File: src/rtl/seg_scan_ctrl_pkg.sv
// Shared definitions for the 4-digit seven-segment scan path: widths, state
// encoding and the leading-zero blanking rule.
package seg_scan_ctrl_pkg;

    localparam int unsigned NUM_DIGITS  = 4;
    localparam int unsigned DIGIT_SEL_W = 2;
    localparam int unsigned BCD_W       = 12;

    localparam logic [NUM_DIGITS-1:0] ANODES_OFF = 4'b1111;

    typedef enum logic [1:0] {
        ST_OFF  = 2'd0,
        ST_DEAD = 2'd1,
        ST_LIT  = 2'd2
    } scan_state_t;

    // Digit 0 always shows; digits 1/2 hide as leading zeros; digit 3 is optional.
    function automatic logic digit_shown(
        input logic [DIGIT_SEL_W-1:0] idx,
        input logic [BCD_W-1:0]       bcd,
        input logic                   blank_lead,
        input logic                   show_d3
    );
        logic w_shown;
        w_shown = 1'b1;
        case (idx)
            2'd1:    w_shown = !(blank_lead && (bcd[11:8] == 4'd0) && (bcd[7:4] == 4'd0));
            2'd2:    w_shown = !(blank_lead && (bcd[11:8] == 4'd0));
            2'd3:    w_shown = show_d3;
            default: w_shown = 1'b1;
        endcase
        return w_shown;
    endfunction

    function automatic logic [NUM_DIGITS-1:0] anode_onehot_n(input logic [DIGIT_SEL_W-1:0] idx);
        return ~(NUM_DIGITS'(1) << idx);
    endfunction

endpackage

File: src/rtl/seg_scan_ctrl_scan_prescaler.sv
// Free-running slot counter 0..REFRESH_DIV-1 with synchronous clear; flags the
// last cycle of a slot and the last cycle of the dead time.
module seg_scan_ctrl_scan_prescaler #(
    parameter int unsigned REFRESH_DIV  = 100000,
    parameter int unsigned BLANK_CYCLES = 16
) (
    input  logic clk,
    input  logic reset,
    input  logic i_clear,
    output logic o_wrap_c,
    output logic o_dead_done_c
);

    localparam int unsigned CNT_W = (REFRESH_DIV > 1) ? $clog2(REFRESH_DIV) : 1;

    logic [CNT_W-1:0] r_count;

    assign o_wrap_c      = (r_count == CNT_W'(REFRESH_DIV - 1));
    assign o_dead_done_c = (r_count == CNT_W'(BLANK_CYCLES - 1));

    always_ff @(posedge clk or posedge reset) begin
        if (reset) begin
            r_count <= '0;
        end else if (i_clear || o_wrap_c) begin
            r_count <= '0;
        end else begin
            r_count <= r_count + CNT_W'(1);
        end
    end

endmodule

File: src/rtl/seg_scan_ctrl.sv
// Seven-segment scan controller: tear-free display value, digit select,
// active-low anodes with leading-zero blanking and inter-digit dead time.
module seg_scan_ctrl
    import seg_scan_ctrl_pkg::*;
#(
    parameter int unsigned REFRESH_DIV  = 100000,
    parameter int unsigned BLANK_CYCLES = 16,
    parameter bit          SHOW_D3      = 1'b0
) (
    input  logic        clk,
    input  logic        reset,
    input  logic        enable,
    input  logic        load,
    input  logic [11:0] value_bcd,
    input  logic        blank_lead,
    output logic [11:0] display_bcd,
    output logic [1:0]  select,
    output logic [3:0]  anode_n,
    output logic        frame_tick
);

    scan_state_t r_state, w_next_state;

    logic [BCD_W-1:0]       r_pending;
    logic [BCD_W-1:0]       r_display, w_next_display;
    logic [DIGIT_SEL_W-1:0] r_select, w_next_select;
    logic [NUM_DIGITS-1:0]  r_anode_n, w_next_anode_n;
    logic                   r_tick, w_next_tick;

    logic                   w_wrap;
    logic                   w_dead_done;
    logic                   w_prescale_clear;
    logic [NUM_DIGITS-1:0]  w_anode_lit;

    // Counter sits at 0 while off so every scan starts with a full dead time.
    assign w_prescale_clear = !enable || (r_state == ST_OFF);

    seg_scan_ctrl_scan_prescaler #(
        .REFRESH_DIV  (REFRESH_DIV),
        .BLANK_CYCLES (BLANK_CYCLES)
    ) u_scan_prescaler (
        .clk           (clk),
        .reset         (reset),
        .i_clear       (w_prescale_clear),
        .o_wrap_c      (w_wrap),
        .o_dead_done_c (w_dead_done)
    );

    assign w_anode_lit = digit_shown(r_select, r_display, blank_lead, SHOW_D3)
                       ? anode_onehot_n(r_select) : ANODES_OFF;

    always_ff @(posedge clk or posedge reset) begin
        if (reset) begin
            r_pending <= '0;
        end else if (load) begin
            r_pending <= value_bcd;
        end
    end

    always_ff @(posedge clk or posedge reset) begin
        if (reset) begin
            r_state   <= ST_OFF;
            r_display <= '0;
            r_select  <= '0;
            r_anode_n <= ANODES_OFF;
            r_tick    <= 1'b0;
        end else begin
            r_state   <= w_next_state;
            r_display <= w_next_display;
            r_select  <= w_next_select;
            r_anode_n <= w_next_anode_n;
            r_tick    <= w_next_tick;
        end
    end

    always_comb begin
        w_next_state   = r_state;
        w_next_display = r_display;
        w_next_select  = r_select;
        w_next_anode_n = ANODES_OFF;
        w_next_tick    = 1'b0;

        case (r_state)
            ST_OFF: begin
                if (enable) begin
                    w_next_state   = ST_DEAD;
                    w_next_display = r_pending;
                end
            end
            ST_DEAD: begin
                if (w_dead_done) begin
                    w_next_state   = ST_LIT;
                    w_next_anode_n = w_anode_lit;
                end
            end
            ST_LIT: begin
                if (w_wrap) begin
                    w_next_state  = ST_DEAD;
                    w_next_select = r_select + DIGIT_SEL_W'(1);
                    // Frame boundary: the only point the displayed value may change.
                    if (r_select == DIGIT_SEL_W'(NUM_DIGITS - 1)) begin
                        w_next_tick    = 1'b1;
                        w_next_display = load ? value_bcd : r_pending;
                    end
                end else begin
                    w_next_anode_n = w_anode_lit;
                end
            end
            default: begin
                w_next_state = ST_OFF;
            end
        endcase

        if (!enable) begin
            w_next_state   = ST_OFF;
            w_next_select  = '0;
            w_next_anode_n = ANODES_OFF;
            w_next_tick    = 1'b0;
            w_next_display = r_display;
        end
    end

    assign display_bcd = r_display;
    assign select      = r_select;
    assign anode_n     = r_anode_n;
    assign frame_tick  = r_tick;

endmodule

File: config.mk
export PLATFORM = sky130hd
export DESIGN_NAME = seg_scan_ctrl
export DESIGN_NICKNAME = d
export VERILOG_FILES = /design/src/rtl/seg_scan_ctrl_pkg.sv /design/src/rtl/seg_scan_ctrl_scan_prescaler.sv /design/src/rtl/seg_scan_ctrl.sv
export SDC_FILE = /design/constraint.sdc
export NUM_CORES = 1
export LEC_CHECK = 0
export CORE_ASPECT_RATIO = 2
export CORE_MARGIN = 1
export CORE_UTILIZATION = 58
export CTS_CLUSTER_DIAMETER = 200
export CTS_CLUSTER_SIZE = 20
export DETAILED_ROUTE_END_ITERATION = 12
export PLACE_DENSITY_LB_ADDON = 0.12
export SYNTH_ARGS = -nofsm -noshare
export SYNTH_HDL_FRONTEND = slang
export SYNTH_SLANG_ARGS = --single-unit
File: constraint.sdc
create_clock -name clk -period 4.25 [get_ports clk]
set_input_delay 1.0625 -clock clk [delete_from_list [all_inputs] [get_ports clk]]
set_output_delay 1.0625 -clock clk [all_outputs]
set_load 0.02 [all_outputs]
==> results of run 1 <==
-- per-layer routing --
| metal | vias to the layer above | GRT usage | part of all wire |
|---|---|---|---|
| met3 | 6 | 0.0335 | 0.025 |
| met1 | 819 | 0.233 | 0.41 |
| met5 | - | 0 | 0 |
| li1 | 832 | - | - |
| met2 | 34 | 0.409 | 0.55 |
| met4 | 0 | 0.0735 | 0.016 |
-- layout make-up --
cell class	instances	area (um2)	area share
Multi-Input combinational cell	148	1140	0.378
Sequential cell	50	1260	0.417
Clock inverter	3	40.0	0.0133
Inverter	22	82.6	0.0274
Tap cell	52	65.1	0.0216
Clock buffer	5	68.8	0.0229
Timing Repair Buffer	36	358	0.119
-- synth_stat cells (all sizes together) --
library cell,instances
a21oi,4
nand3b,1
nor3,5
inv,22
and3,7
a21boi,1
a21bo,1
nor2b,4
nor4b,1
nor4,2
nand4,3
mux2,12
clkbuf,1
nand3,8
o41ai,1
dfrtp,46
xor2,5
xnor2,11
o2bb2ai,1
buf,5
and2,2
o211a,1
nor2,22
ha,9
mux2i,26
dfstp,4
nand2,13
o21ai,5
or4,3
-- logic make-up after synthesis --
| logic type | share of synthesized area |
|---|---|
| XOR/XNOR | 0.0551 |
| AND/OR/NAND/NOR | 0.153 |
| multiplexers | 0.155 |
| AO/OA/AOI/OAI | 0.0398 |
| flip-flops | 0.494 |
| adder cells (fa/ha/maj) | 0.0442 |
| buffers and inverters | 0.0590 |
-- state kept, by name, indices dropped and copies added, names as in the netlist --
register and count:
display_bcd 12, frame_tick 1, anode_n 4, u_scan_prescaler.r_count 17, select 2, r_pending 12
r_state 2
-- worst paths after layout --
path	to	slack [ps]
max in group asynchronous	display_bcd[4]	2310
min in group asynchronous	r_pending[3]	1310
hold / removal	u_scan_prescaler.r_count[0]	500
setup / recovery	anode_n[1]	1770
hold reg to reg	u_scan_prescaler.r_count[0]	500
setup reg to reg	display_bcd[4]	1970
-- power breakdown --
part | switching (mW) | internal, mW
Sequential | 0.0603 | 0.581
Combinational | 0.300 | 0.270
Clock | 0.153 | 0.173
==> impl_metrics.sql, run 1 <==
INSERT INTO impl_metrics (metric_group, metric, value, unit) VALUES
('synthesis', 'post-synth-top-area-cell', 'sky130_fd_sc_hd__dfrtp_1', ''),
('floorplanning', 'initial_utilization', '0.610', ''),
('drt', 'drt_iter0_markers', '52', ''),
('floorplanning', 'pin_count', '36', ''),
('placed_design', 'place_hpwl', '3220', 'um'),
('timing', 'fmax', '0.403', 'GHz'),
('timing', 'final.min_clock_period', '2480', 'ps'),
('synthesis', 'synth_fp_nets', '252', ''),
('layout', 'stdcell_area', '3010', 'um2'),
('clock_tree', 'insertion_delay', '300', 'ps'),
('worst_setup_path', 'number_of_gates_on_the_worst_path_with_buffers_counted', '1', ''),
('clock_tree', 'tritoncts', 'done', ''),
('global_route', 'groute.usage.overall', '0.213', ''),
('timing', 'total_of_endpoints_with_negative_setup_slack_in_the_final_report', '0', ''),
('layout', 'flow.area_growth_from_synthesis', '18.2', '%'),
('synthesis', 'post_synth.cell_area_avg', '11.3', 'um2'),
('global_route', 'grt_first_pass_wirelength', '7510', 'um'),
('power_and_ir_drop', 'power_density', '511', 'nW/um2'),
('synthesis', 'yosysWarnings', '0', ''),
('worst_setup_path', 'sort_of_element_at_the_end_of_the_critical_path', 'output port', ''),
('global_route', 'antenna_found_initial', '0', ''),
('synthesis', 'ys_seq_area_frac', '0.494', ''),
('drt', 'ant_nets', '0', ''),
('timing', 'worst_hold_slack', '502', 'ps'),
('clock_tree', 'clock-root-buffer', 'sky130_fd_sc_hd__clkbuf_8', ''),
('synthesis', 'ys_top_cells_by_area', 'sky130_fd_sc_hd__dfrtp_1, sky130_fd_sc_hd__mux2i_1, sky130_fd_sc_hd__mux2_2', ''),
('worst_setup_path', 'timing.reg2reg.worst_path_depth', '5', ''),
('clock_tree', 'cts_setup_buffers', '0', ''),
('layout', 'layout_common_cells', 'sky130_fd_sc_hd__dfrtp_1, sky130_fd_sc_hd__clkdlybuf4s50_1, sky130_fd_sc_hd__mux2i_1, sky130_fd_sc_hd__nor2_1, sky130_fd_sc_hd__inv_1', ''),
('power_and_ir_drop', 'p_leak', '1.30', 'nW'),
('hold_path', 'worst_hold_startpoint', 'u_scan_prescaler.r_count[0]', ''),
('placed_design', 'place.port_buffers', '35', ''),
('layout', 'final_layout_size_suffix_gt1_frac', '0.133', ''),
('floorplanning', 'floorplan.die_area', '4670', 'um2'),
('synthesis', 'synthCells', '226', ''),
('synthesis', 'synth.cell_area', '2540', 'um2'),
('floorplanning', 'std_cell_rows', '33', ''),
('global_route', 'maximum_number_of_pins_on_one_net_before_global_route_repair', '51', ''),
('clock_tree', 'cts.sinks', '50', ''),
('run_status', 'outcome', 'completed', ''),
('timing', 'tightestPinTransition', '1010', 'ps'),
('placed_design', 'placedCellCount', '308', ''),
('worst_setup_path', 'critPathArrivalTime', '1420', 'ps'),
('layout', 'utilization', '0.722', ''),
('timing', 'max_slew_margin', '0.325', ''),
('placed_design', 'place_ws', '1490', 'ps'),
('floorplanning', 'floorplan.core_area', '4170', 'um2'),
('worst_setup_path', 'cp.required', '3190', 'ps'),
('worst_setup_path', 'cpMaxStageDelayCell', 'sky130_fd_sc_hd__clkdlybuf4s50_1', ''),
('placed_design', 'gp_congestion', '0.793', ''),
('clock_tree', 'cts_buffers', '5', ''),
('drt', 'remaining_drc_errors', '0', ''),
('timing', 'final.setup.tns', '0', 'ps'),
('timing', 'skew', '3.72', 'ps'),
('timing', 'fin_ws', '1770', 'ps'),
('global_route', 'grt-ovfl-total', '0', ''),
('synthesis', 'seq_cells_post_synth', '50', ''),
('hold_path', 'hold_path_depth', '1', ''),
('timing', 'crit_share_post_route', '0.584', ''),
('worst_setup_path', 'worst_setup_path_start_kind', 'register', ''),
('clock_tree', 'clkTransAtPathRegs', '90', 'ps'),
('layout', 'nets', '289', ''),
('power_and_ir_drop', 'finalPower', '1.54', 'mW'),
('timing', 'setup_repair_after_global_routing_missed_its_margin', 'no', ''),
('worst_setup_path', 'slowest_delay', '590', 'ps'),
('layout', 'stdcell_count', '316', ''),
('drt', 'viasPerCell', '5.35', ''),
('worst_setup_path', 'critical_path.reg2reg.startpoint', 'u_scan_prescaler.r_count[11]', ''),
('clock_tree', 'post_cts_resized', '0', ''),
('synthesis', 'synth_top_area_share', '0.452', ''),
('drt', 'routed-via-count', '1691', '');
Note: power is estimated with default switching activity, not from simulation.
==> run 2: changes to the inputs <==
--- a/config.mk
+++ b/config.mk
@@ -7,7 +7,7 @@
 export LEC_CHECK = 0
 export CORE_ASPECT_RATIO = 2
 export CORE_MARGIN = 1
-export CORE_UTILIZATION = 58
+export CORE_UTILIZATION = 54
 export CTS_CLUSTER_DIAMETER = 200
 export CTS_CLUSTER_SIZE = 20
 export DETAILED_ROUTE_END_ITERATION = 12
==> constraint.sdc (replaced) <==
create_clock -name clk -period 2.6 [get_ports clk]
set_input_delay 0.65 -clock clk [delete_from_list [all_inputs] [get_ports clk]]
set_output_delay 0.65 -clock clk [all_outputs]
set_load 0.02 [all_outputs]
==> run 2 against run 1 <==
- sequential share of layout area decreased by 0.55 points
- final cell count increased by 1.9%
- final area increased by 1.3%
- worst hold slack got worse by 1.5 ps
- clock power increased by 64%
- count of clock-buffer cells in the layout increased by 1
- sequential cell count unchanged
- critical path depth increased by 5
- worst setup slack got worse by 1300 ps
- wire length increased by 1.7%
- total power increased by 65%
- combinational power increased by 66%
- critical path type is now reg -> reg
- critical endpoint is now display_bcd[9]
- highest routed layer unchanged
==> impl_metrics.sql, run 2 (synthesis results as in run 1) <==
INSERT INTO impl_metrics (metric_group, metric, value, unit) VALUES
('layout', 'layout_common_cells', 'sky130_fd_sc_hd__dfrtp_1, sky130_fd_sc_hd__clkdlybuf4s50_1, sky130_fd_sc_hd__mux2i_1, sky130_fd_sc_hd__nor2_1, sky130_fd_sc_hd__inv_1', ''),
('global_route', 'grt-ovfl-total', '0', ''),
('drt', 'routedWlPerCell', '14.2', 'um'),
('worst_setup_path', 'cp.required', '2820', 'ps'),
('run_status', 'outcome', 'completed', ''),
('layout', 'multi_input_combinational_cell_area', '1140', 'um2'),
('layout', 'stdcell_area', '3050', 'um2'),
('floorplanning', 'die_width', '50.5', 'um'),
('timing', 'total_of_endpoints_with_negative_setup_slack_in_the_final_report', '0', ''),
('placed_design', 'gp_congestion', '0.779', ''),
('timing', 'worst_hold_slack', '500', 'ps'),
('clock_tree', 'cts-hold-fix-buffers', '0', ''),
('clock_tree', 'clock_tree.htree_level_count', '2', ''),
('clock_tree', 'tritoncts', 'done', ''),
('floorplanning', 'die_h', '99.1', 'um'),
('clock_tree', 'cts_setup_buffers', '0', ''),
('layout', 'final.fill_count', '366', ''),
('timing', 'final.setup.tns', '0', 'ps'),
('layout', 'largest_register_ffs', '17', ''),
('worst_setup_path', 'critPathArrivalTime', '2380', 'ps'),
('global_route', 'antenna_found_initial', '0', ''),
('power_and_ir_drop', 'max-vdd-ir-drop', '573', 'uV'),
('clock_tree', 'clkTransAtPathRegs', '80', 'ps'),
('global_route', 'grt_first_pass_wirelength', '8020', 'um'),
('clock_tree', 'post_cts_resized', '0', ''),
('timing', 'setup_repair_after_global_routing_missed_its_margin', 'no', ''),
('floorplanning', 'initial_utilization', '0.559', ''),
('drt', 'remaining_drc_errors', '0', ''),
('placed_design', 'place.port_buffers', '35', ''),
('timing', 'tightestPinTransition', '573', 'ps'),
('worst_setup_path', 'worst_setup_path_start_kind', 'register', ''),
('timing', 'final.min_clock_period', '2160', 'ps'),
('placed_design', 'place_hpwl', '3440', 'um'),
('layout', 'most_frequent_standard_cell_in_the_layout_excluding_fill_and_tap_cells', 'sky130_fd_sc_hd__dfrtp_1', ''),
('power_and_ir_drop', 'p_leak', '1.31', 'nW'),
('drt', 'ant_nets', '0', ''),
('floorplanning', 'pin_count', '36', ''),
('job', 'max_cap_violations', '0', ''),
('drt', 'wl', '4580', 'um'),
('floorplanning', 'std_cell_rows', '35', ''),
('placed_design', 'detailed_place.area', '2940', 'um2'),
('clock_tree', 'clockBufferDepth', '2', ''),
('drt', 'routed-via-count', '1726', ''),
('timing', 'finalMaxSlewViolations', '0', ''),
('drt', 'viasPerCell', '5.36', ''),
('timing', 'fmax', '0.464', 'GHz'),
('hold_path', 'holdCritPathClass', 'reg -> reg', ''),
('timing', 'final_hold_viol_count', '0', ''),
('layout', 'flow.area_growth_from_synthesis', '19.8', '%'),
('drt', 'drt-pass1-iter-count', '4', ''),
('clock_tree', 'insertion_delay', '300', 'ps'),
('floorplanning', 'floorplan.core_area', '4550', 'um2'),
('global_route', 'maximum_number_of_pins_on_one_net_before_global_route_repair', '28', ''),
('global_route', 'first_global_vias', '1772', ''),
('global_route', 'groute.usage.overall', '0.215', ''),
('layout', 'seq_area', '1260', 'um2'),
('layout', 'nets', '292', ''),
('floorplanning', 'floorplan.die_area', '5010', 'um2'),
('power_and_ir_drop', 'power_density', '830', 'nW/um2'),
('timing', 'max_slew_margin', '0.613', ''),
('layout', 'num_antenna_cells', '0', ''),
('layout', 'regMostFlops', 'u_scan_prescaler.r_count', ''),
('clock_tree', 'clock-root-buffer', 'sky130_fd_sc_hd__clkbuf_8', ''),
('worst_setup_path', 'crit_fanout', '12', ''),
('worst_setup_path', 'critPathKind', 'reg -> reg', ''),
('drt', 'drt_iter0_markers', '25', ''),
('timing', 'crit_share_post_route', '0.830', ''),
('layout', 'final_layout_size_suffix_gt1_frac', '0.139', ''),
('worst_setup_path', 'sort_of_element_at_the_end_of_the_critical_path', 'register', ''),
('clock_tree', 'cts_buffers', '5', ''),
('clock_tree', 'cts.sinks', '50', ''),
('timing', 'skew', '7.69', 'ps');
==> run 2: cell count changes in the layout (fill, tap and decap cells not counted) <==
cell	previous run	this run
sky130_fd_sc_hd__buf_4	1	3
sky130_fd_sc_hd__clkinv_2	2	0
sky130_fd_sc_hd__buf_12	0	1
sky130_fd_sc_hd__clkbuf_1	0	1
sky130_fd_sc_hd__clkinvlp_4	0	1
==> run 2: path summary, 6_finish.rpt <==
| check | slack (ps) | end | startpoint | cells past startpoint |
|---|---|---|---|---|
| setup reg to reg | 440 | display_bcd[9] | u_scan_prescaler.r_count[11] | 6 |
| max in group asynchronous | 1370 | u_scan_prescaler.r_count[7] | reset | 3 |
| setup / recovery | 440 | display_bcd[9] | u_scan_prescaler.r_count[11] | 6 |
| hold reg to reg | 500 | u_scan_prescaler.r_count[0] | u_scan_prescaler.r_count[0] | 1 |
| hold / removal | 500 | u_scan_prescaler.r_count[0] | u_scan_prescaler.r_count[0] | 1 |
| min in group asynchronous | 710 | r_pending[7] | reset | 2 |
==> run 2: layout make-up <==
class,instances,share of cell area
clock buffers,6,0.0238
clock inverters,2,0.0123
flip-flops and latches,50,0.412
inverters,22,0.0271
repair buffers,39,0.129
multi-input cells,148,0.373
well taps,55,0.0226
==> run 2: critical path: stages (launching register included) <==
cell and delay (ps):
sky130_fd_sc_hd__dfrtp_1 430, sky130_fd_sc_hd__or4_4 560, sky130_fd_sc_hd__nor4_4 240, sky130_fd_sc_hd__nand4_4 200, sky130_fd_sc_hd__o21ai_4 170, sky130_fd_sc_hd__buf_4 260
sky130_fd_sc_hd__mux2i_1 220
==> run 2: metal layers <==
metal / GRT usage / wire, um / vias to the layer above
met5: 0 / 0 / -
met2: 0.385 / 2510 / 34
met3: 0.0293 / 137 / 7
met4: 0.0833 / 84 / 0
li1: - / - / 841
met1: 0.252 / 1850 / 844
==> run 2: per-stage QoR <==
stage | std cells | setup WS [ps] | power, mW | utilization
after floorplan | 226 | 646 | 1.68 | -
after global placement | 314 | 429 | 2.00 | 0.645
after detailed placement | 314 | 393 | 2.02 | 0.645
after CTS | 322 | 424 | 2.56 | 0.670
after global routing | 322 | 285 | 2.68 | 0.670
final | 322 | 443 | 2.53 | 0.670
==> run 2: report_power, final <==
group / internal (mW) / total [mW] / switching (mW)
Clock: 0.287 / 0.536 / 0.249
Combinational: 0.453 / 0.943 / 0.489
Sequential: 0.950 / 1.05 / 0.101
==> run 3: changes to the inputs <==
==> constraint.sdc (replaced) <==
create_clock -name clk -period 2 [get_ports clk]
set_input_delay 0.5 -clock clk [delete_from_list [all_inputs] [get_ports clk]]
set_output_delay 0.5 -clock clk [all_outputs]
set_load 0.02 [all_outputs]
==> run 3 against run 2 <==
- core utilization rose by 3.1 points
- final cell count rose by 3.7%
- sequential share of layout area decreased by 1.8 points
- register-to-register slack got worse by 430 ps
- wire length increased by 7.3%
- largest cell class unchanged
- sequential power is 30% higher
==> impl_metrics.sql, run 3 (synthesis results as in run 1) <==
INSERT INTO impl_metrics (metric_group, metric, value, unit) VALUES
('layout', 'largest_register_ffs', '17', ''),
('drt', 'wl', '4920', 'um'),
('placed_design', 'gp_congestion', '0.803', ''),
('hold_path', 'holdCritPathClass', 'in -> async', ''),
('drt', 'ant_nets', '0', ''),
('timing', 'finalMaxSlewViolations', '0', ''),
('floorplanning', 'initial_utilization', '0.559', ''),
('layout', 'regMostFlops', 'u_scan_prescaler.r_count', ''),
('timing', 'final.setup.tns', '0', 'ps'),
('timing', 'skew', '9.74', 'ps'),
('floorplanning', 'pin_count', '36', ''),
('clock_tree', 'tritoncts', 'done', ''),
('layout', 'final_layout_size_suffix_gt1_frac', '0.183', ''),
('clock_tree', 'clock-root-buffer', 'sky130_fd_sc_hd__clkbuf_8', ''),
('run_status', 'outcome', 'completed', ''),
('worst_setup_path', 'sort_of_element_at_the_end_of_the_critical_path', 'register', ''),
('power_and_ir_drop', 'finalPower', '3.40', 'mW'),
('floorplanning', 'floorplan.die_area', '5010', 'um2'),
('layout', 'most_frequent_standard_cell_in_the_layout_excluding_fill_and_tap_cells', 'sky130_fd_sc_hd__dfrtp_1', ''),
('power_and_ir_drop', 'power_density', '1070', 'nW/um2'),
('global_route', 'grt_first_pass_wirelength', '8270', 'um'),
('timing', 'final.min_clock_period', '1990', 'ps'),
('layout', 'layout_common_cells', 'sky130_fd_sc_hd__dfrtp_1, sky130_fd_sc_hd__clkdlybuf4s50_1, sky130_fd_sc_hd__mux2i_1, sky130_fd_sc_hd__nor2_1, sky130_fd_sc_hd__inv_1', ''),
('floorplanning', 'floorplan.core_area', '4550', 'um2'),
('timing', 'total_of_endpoints_with_negative_setup_slack_in_the_final_report', '0', ''),
('worst_setup_path', 'cp.required', '2220', 'ps'),
('worst_setup_path', 'crit_fanout', '12', ''),
('drt', 'drt-pass1-iter-count', '4', ''),
('drt', 'routed-via-count', '1795', ''),
('floorplanning', 'die_h', '99.1', 'um'),
('timing', 'setup_repair_after_global_routing_missed_its_margin', 'yes', ''),
('floorplanning', 'die_width', '50.5', 'um'),
('clock_tree', 'clockBufferDepth', '2', ''),
('global_route', 'antenna_found_initial', '0', ''),
('layout', 'flow.area_growth_from_synthesis', '25.4', '%'),
('placed_design', 'place_ws', '-115', 'ps'),
('power_and_ir_drop', 'power_frac_seq', '0.402', ''),
('timing', 'final_hold_viol_count', '0', ''),
('worst_setup_path', 'worst_setup_path_start_kind', 'register', ''),
('drt', 'remaining_drc_errors', '0', ''),
('clock_tree', 'insertion_delay', '300', 'ps'),
('job', 'max_cap_violations', '0', ''),
('global_route', 'first_global_vias', '1891', ''),
('clock_tree', 'cts.sinks', '50', ''),
('placed_design', 'place.port_buffers', '35', ''),
('drt', 'viasPerCell', '5.37', ''),
('timing', 'max_slew_margin', '0.603', ''),
('global_route', 'maximum_number_of_pins_on_one_net_before_global_route_repair', '29', ''),
('power_and_ir_drop', 'power.share.combinational', '0.384', ''),
('worst_setup_path', 'critPathKind', 'reg -> reg', ''),
('global_route', 'groute.usage.overall', '0.218', ''),
('clock_tree', 'cts-hold-fix-buffers', '0', ''),
('power_and_ir_drop', 'cell_internal_pwr', '2.30', 'mW'),
('worst_setup_path', 'register_to_register_setup_slack', '10', 'ps'),
('power_and_ir_drop', 'power_frac_clock', '0.214', ''),
('layout', 'num_antenna_cells', '0', ''),
('power_and_ir_drop', 'max-vdd-ir-drop', '806', 'uV'),
('power_and_ir_drop', 'p_leak', '1.39', 'nW'),
('floorplanning', 'std_cell_rows', '35', ''),
('drt', 'drt_iter0_markers', '37', ''),
('timing', 'fin_ws', '14.2', 'ps'),
('clock_tree', 'clock_tree.htree_level_count', '2', ''),
('timing', 'tightestPinTransition', '587', 'ps'),
('timing', 'crit_share_post_route', '0.993', ''),
('power_and_ir_drop', 'switchingPower', '1.11', 'mW'),
('clock_tree', 'clkTransAtPathRegs', '80', 'ps'),
('power_and_ir_drop', 'netSwitchingFraction', '0.325', ''),
('layout', 'nets', '304', ''),
('worst_setup_path', 'critPathArrivalTime', '2210', 'ps'),
('placed_design', 'place_hpwl', '3790', 'um'),
('drt', 'routedWlPerCell', '14.7', 'um'),
('global_route', 'grt-ovfl-total', '0', ''),
('timing', 'fmax', '0.504', 'GHz'),
('clock_tree', 'cts_buffers', '5', '');
==> run 3: power by group through the flow <==
| stage | logic [mW] | registers, mW | clock network [mW] |
|---|---|---|---|
| floorplan | 0.623 | 1.56 | 0 |
| global placement | 1.28 | 1.39 | 0 |
| detailed placement | 1.31 | 1.39 | 0 |
| CTS | 1.31 | 1.37 | 0.748 |
| global route | 1.42 | 1.39 | 0.784 |
| finish | 1.31 | 1.37 | 0.726 |
==> run 3: metrics by stage <==
stage	hold slack (ps)	area, um2	util	cells
floorplan	452	2540	-	226
global placement	483	3070	0.673	326
finish	499	3190	0.701	334
detailed placement	488	3070	0.673	326
global route	512	3190	0.701	334
CTS	499	3190	0.700	334
==> run 3: layout make-up <==
type                    instances  area (um2)
fillers                       366        1360
clock buffers                   7        86.3
repair buffers                 51         520
inverters                      22        82.6
clock inverters                 1        30.0
multi-input cells             148        1150
flip-flops and latches         50        1260
well taps                      55        68.8
==> run 3: timing repair <==
item | CTS | global route
pin swaps | 1 | 2
gates resized for setup | 1 | 3
setup buffers | 0 | 0
endpoints found under the setup margin | 2 | 17
==> run 3: worst max-delay path: stages, from the launching register on <==
cell                      delay (ps)
sky130_fd_sc_hd__dfrtp_1         390
sky130_fd_sc_hd__or4_4           550
sky130_fd_sc_hd__nor4_4          280
sky130_fd_sc_hd__nand4_4         160
sky130_fd_sc_hd__o21ai_4         170
sky130_fd_sc_hd__buf_12          170
sky130_fd_sc_hd__mux2i_1         190
==> run 3: path summary, 6_finish.rpt <==
kind,from,to,cells past startpoint
worst max-delay path,u_scan_prescaler.r_count[11],display_bcd[11],6
worst min-delay path,reset,r_pending[0],2
max in group asynchronous,reset,r_state[1],3
worst min register to register,u_scan_prescaler.r_count[0],u_scan_prescaler.r_count[0],1
min in group clk,u_scan_prescaler.r_count[0],u_scan_prescaler.r_count[0],1
worst max register to register,u_scan_prescaler.r_count[11],display_bcd[11],6
==> run 3: routing by layer <==
metal / vias up / part of all wire / GRT usage
li1: 856 / - / -
met1: 886 / 0.37 / 0.229
met2: 42 / 0.57 / 0.399
met3: 11 / 0.034 / 0.0417
met4: 0 / 0.026 / 0.103
met5: - / 0 / 0
